## src/rtl/uart_rx_fifo.sv

```systemverilog
// UART receive FIFO: 12-bit entries {FE, BE, OE, parity, data}, first-word-fall-through head,
// and overrun tracking that attaches OE to the next character actually stored.
module uart_rx_fifo #(
   parameter int DEPTH  = 16,
   parameter int ADDR_W = 4
) (
   input  logic              clk,
   input  logic              rst,
   input  logic              clr,
   input  logic              wr_en,
   input  logic [7:0]        rx_data,
   input  logic              rx_parity,
   input  logic              rx_break,
   input  logic              rx_frame,
   input  logic              rd_en,
   output logic [11:0]       data_out,
   output logic              empty,
   output logic              full,
   output logic [ADDR_W:0]   count,
   output logic              oe_pending
);

   typedef struct packed {
      logic       fe;
      logic       be;
      logic       oe;
      logic       par;
      logic [7:0] data;
   } rx_entry_t;

   localparam logic [ADDR_W:0] FULL_CNT = DEPTH[ADDR_W:0];

   rx_entry_t         mem [DEPTH];
   logic [ADDR_W-1:0] wr_ptr, rd_ptr;
   logic              wr_ok, rd_ok, overrun;
   rx_entry_t         wr_entry;

   assign empty = (count == '0);
   assign full  = (count == FULL_CNT);

   // A pop at full frees the slot the same cycle, so the write is still taken.
   assign wr_ok   = wr_en && (!full || rd_en);
   assign rd_ok   = rd_en && !empty;
   assign overrun = wr_en && full && !rd_en;

   assign wr_entry = '{fe: rx_frame, be: rx_break, oe: oe_pending,
                       par: rx_parity, data: rx_data};

   // Blank output when empty keeps the error detector from seeing a stale entry.
   assign data_out = empty ? 12'h000 : mem[rd_ptr];

   always_ff @(posedge clk) begin
      if (wr_ok && !clr)
         mem[wr_ptr] <= wr_entry;
   end

   always_ff @(posedge clk or negedge rst) begin
      if (!rst) begin
         wr_ptr     <= '0;
         rd_ptr     <= '0;
         count      <= '0;
         oe_pending <= 1'b0;
      end else if (clr) begin
         wr_ptr     <= '0;
         rd_ptr     <= '0;
         count      <= '0;
         oe_pending <= 1'b0;
      end else begin
         if (wr_ok) wr_ptr <= wr_ptr + 1'b1;
         if (rd_ok) rd_ptr <= rd_ptr + 1'b1;
         case ({wr_ok, rd_ok})
            2'b10:   count <= count + 1'b1;
            2'b01:   count <= count - 1'b1;
            default: count <= count;
         endcase
         if (wr_ok)        oe_pending <= 1'b0;
         else if (overrun) oe_pending <= 1'b1;
      end
   end

endmodule

```

## config.mk

```make
export PLATFORM = sky130hd
export DESIGN_NAME = uart_rx_fifo
export DESIGN_NICKNAME = d
export VERILOG_FILES = /design/src/rtl/uart_rx_fifo.sv
export SDC_FILE = /design/constraint.sdc
export NUM_CORES = 1
export LEC_CHECK = 0
export ABC_AREA = 1
export CORE_ASPECT_RATIO = 0.75
export CORE_MARGIN = 5
export CORE_UTILIZATION = 58
export CTS_CLUSTER_DIAMETER = 150
export CTS_CLUSTER_SIZE = 24
export DETAILED_ROUTE_END_ITERATION = 10
export GPL_TIMING_DRIVEN = 1
export PLACE_DENSITY = 0.83
export SLEW_MARGIN = 20
export SYNTH_ARGS = -nofsm -noshare
export SYNTH_HDL_FRONTEND = slang
export SYNTH_SLANG_ARGS = --single-unit
```

## constraint.sdc

```tcl
create_clock -name clk -period 5.1 [get_ports clk]
set_input_delay 1.53 -clock clk [delete_from_list [all_inputs] [get_ports clk]]
set_output_delay 1.53 -clock clk [all_outputs]
set_load 0.02 [all_outputs]
```

==> results.toml <==
[power_and_ir_drop]
p_leak_nw = 3.189
power.share.clock_pct = 21.9
p_sw_share_pct = 35.80
power.switching_mw = 1.624
power_frac_comb_pct = 35.7
power_density_mw_per_mm2 = 481.1
vdd_ir_drop_max_mv = 0.2669
p_int_mw = 2.911
p_seq_share_pct = 42.4

[clock_tree]
cts_root_buf = "clkbuf_16"
path_clk_slew_ns = 0.10
cts_buffer_depth = 3
cts.repair.resized = 0
holdBufCountCts = 0
cts_made_buffers = 12
tritoncts = "yes"
post_cts_buffers = 0
clk_latency_ns = 0.46
htreeDepth = 1
cts.sinks = 206

[global_routing]
grt_max_degree = 105
grt_pass1_wl_um = 31540
grtUsageTotal_pct = 23.99
grt_overflow = 0
antenna_found_initial = 1
grt_pass1_vias = 5731

[cells_and_area]
utilization_pct = 65.42
final_cell_mix = "edfxtp_1, nor2_1, o21ai_0"
multi_input_area_mm2 = 0.002023
nets = 728
nFillCells = 999
antennaDiodeCount = 0
final_common_cell = "edfxtp_1"
layout-area-overhead-vs-synth_pct = 11.42
regArea_mm2 = 0.006117
layout-drive-gt1-share_pct = 6.892
fin_area_mm2 = 0.009425

[yosys]
ys_seq_elements = 206
netlist.area_leader.share_pct = 68.16
synth-seq-area-share_pct = 72.30
syn_area_mm2 = 0.008459
synth_edf_count = 192
synth_fp_nets = 693
async_reset_ff_share_pct = 6.796
synthCells = 670
synth_cell_types = 27
synth.area.top_cells = "edfxtp_1, nor2_1, o21ai_0"
yosys_warnings = 0
ys.flop_type = "edfxtp_1"
yosysTopAreaCell = "edfxtp_1"
syn_area_per_cell_um2 = 12.63

[sta]
fin_ws_ns = 0.5359
fin_crit_ns = 4.564
finalHoldViolations = 0
setup_viol = 0
maxSlewHeadroom_pct = 45.17
clock_skew_ns = 0.01471
timing.fmax_mhz = 219.1
rsz0062_at_grt = "no"
hold_slack_ns = 0.5592
slew_violations = 0
fin_crit_sh_pct = 89.49
fin_setup_tns_ns = 0
worstMarginPinSlew_ns = 0.8216

[floorplan]
placementRows = 38
dieWidth_um = 149.5
start_util_pct = 58.72
ios = 36
die-area_mm2 = 0.01713
die_h_um = 114.6
core_mm2 = 0.01441

[placed_design]
pre_cts_ws_ns = 1.086
place.gp.congestion = 0.8470
dpl-instance-area_mm2 = 0.009066
hpwl_um = 11800
port_buffers = 35

[worst_setup_path]
arrival_ns = 3.03
crit_chain = "inv_1 -> buf_4 -> o21ai_0 -> o221ai_1 -> nand3_1 -> a21oi_1 -> clkdlybuf4s50_1"
end_kind = "output port"
path_buf_inv = 3
crit_path_max_incr_delay_ns = 0.64
cp_slowest_cell = "clkdlybuf4s50_1"
cp_max_fo = 20
cp.required_ns = 3.57
cp-start-kind = "flop"
crit_family = "buffers and inverters"
critPathKind = "reg2out"

[drt]
wl_um = 20210
viasPerCell = 6.323
ant_nets = 0
first_pass_iters = 5
drt-initial-drc-count = 853
drc = 0
vias = 5760
detail_route.wl_per_cell_um = 22.18

[worst_hold_path]
hp-class = "reg2reg"

[run_status]
outcome = "finished clean"

[flow_run]
maxCapViolCount = 0
==> metrics by stage <==
stage	total power, mW	instances
after CTS	4.516	911
after global placement	3.472	891
final	4.535	911
after floorplan	2.998	670
after global routing	4.755	911
after detailed placement	3.543	891
==> routing by layer <==
metal	global-route usage, %	wire length, um
met2	38.77	9355
met4	6.159	546
met1	34.10	8081
met5	0	13
met3	4.630	2212
==> final cells by class <==
cell class / count / share of cell area [%]
Clock inverter: 1 / 0.1195
Multi-Input combinational cell: 395 / 21.47
Inverter: 30 / 1.195
Clock buffer: 19 / 3.690
Timing Repair Buffer: 60 / 5.974
Tap cell: 200 / 2.655
Sequential cell: 206 / 64.90
==> Yosys cell counts (all sizes together) (4+ instances only) <==
cell,number
o22ai,8
nor2,123
edfxtp,192
buf,21
nand4,4
nand3,30
nand2,42
dfrtp,14
clkbuf,18
o221ai,34
a21oi,30
inv,30
o21ai,112
ha,7
==> power groups by stage <==
stage | combinational (mW) | clock, mW | sequential, mW
floorplan | 1.03 | 0 | 1.97
global placement | 1.52 | 0 | 1.96
detailed placement | 1.59 | 0 | 1.96
CTS | 1.60 | 1.00 | 1.92
global route | 1.75 | 1.07 | 1.93
finish | 1.62 | 0.995 | 1.92
==> kinds of logic (layout without fill, tap and decap cells) <==
| kind of cell | after synthesis | count (layout) | synth area share, % |
|---|---|---|---|
| adder cells (fa/ha/maj) | 7 | 7 | 1.035 |
| buffers and inverters | 69 | 110 | 3.786 |
| AO/OA/AOI/OAI | 187 | 187 | 13.05 |
| AND/OR/NAND/NOR | 201 | 201 | 9.836 |
| flip-flops | 206 | 206 | 72.30 |
==> path summary, 6_finish.rpt <==
path | from | to | slack, ns | cells after the start
max | rd_ptr[1] | data_out[7] | 0.54 | 7
min | count[4] | count[4] | 0.56 | 2
max reg2reg | count[2] | count[4] | 3.04 | 11
min reg2reg | count[4] | count[4] | 0.56 | 2
max in group asynchronous | rst | rd_ptr[0] | 3.08 | 1
min in group asynchronous | rst | wr_ptr[2] | 1.50 | 1
==> sequential cells by signal (all words and copies together) (netlist names) <==
register and flops:
oe_pending 1, mem 192, wr_ptr 4, rd_ptr 4
count 5
==> worst min-delay path: stages (launching register included) <==
cell     delay, ns
dfrtp_1       0.40
nand2_1       0.07
nand2_1       0.06
No activity file was read; power rests on OpenSTA's default activity.
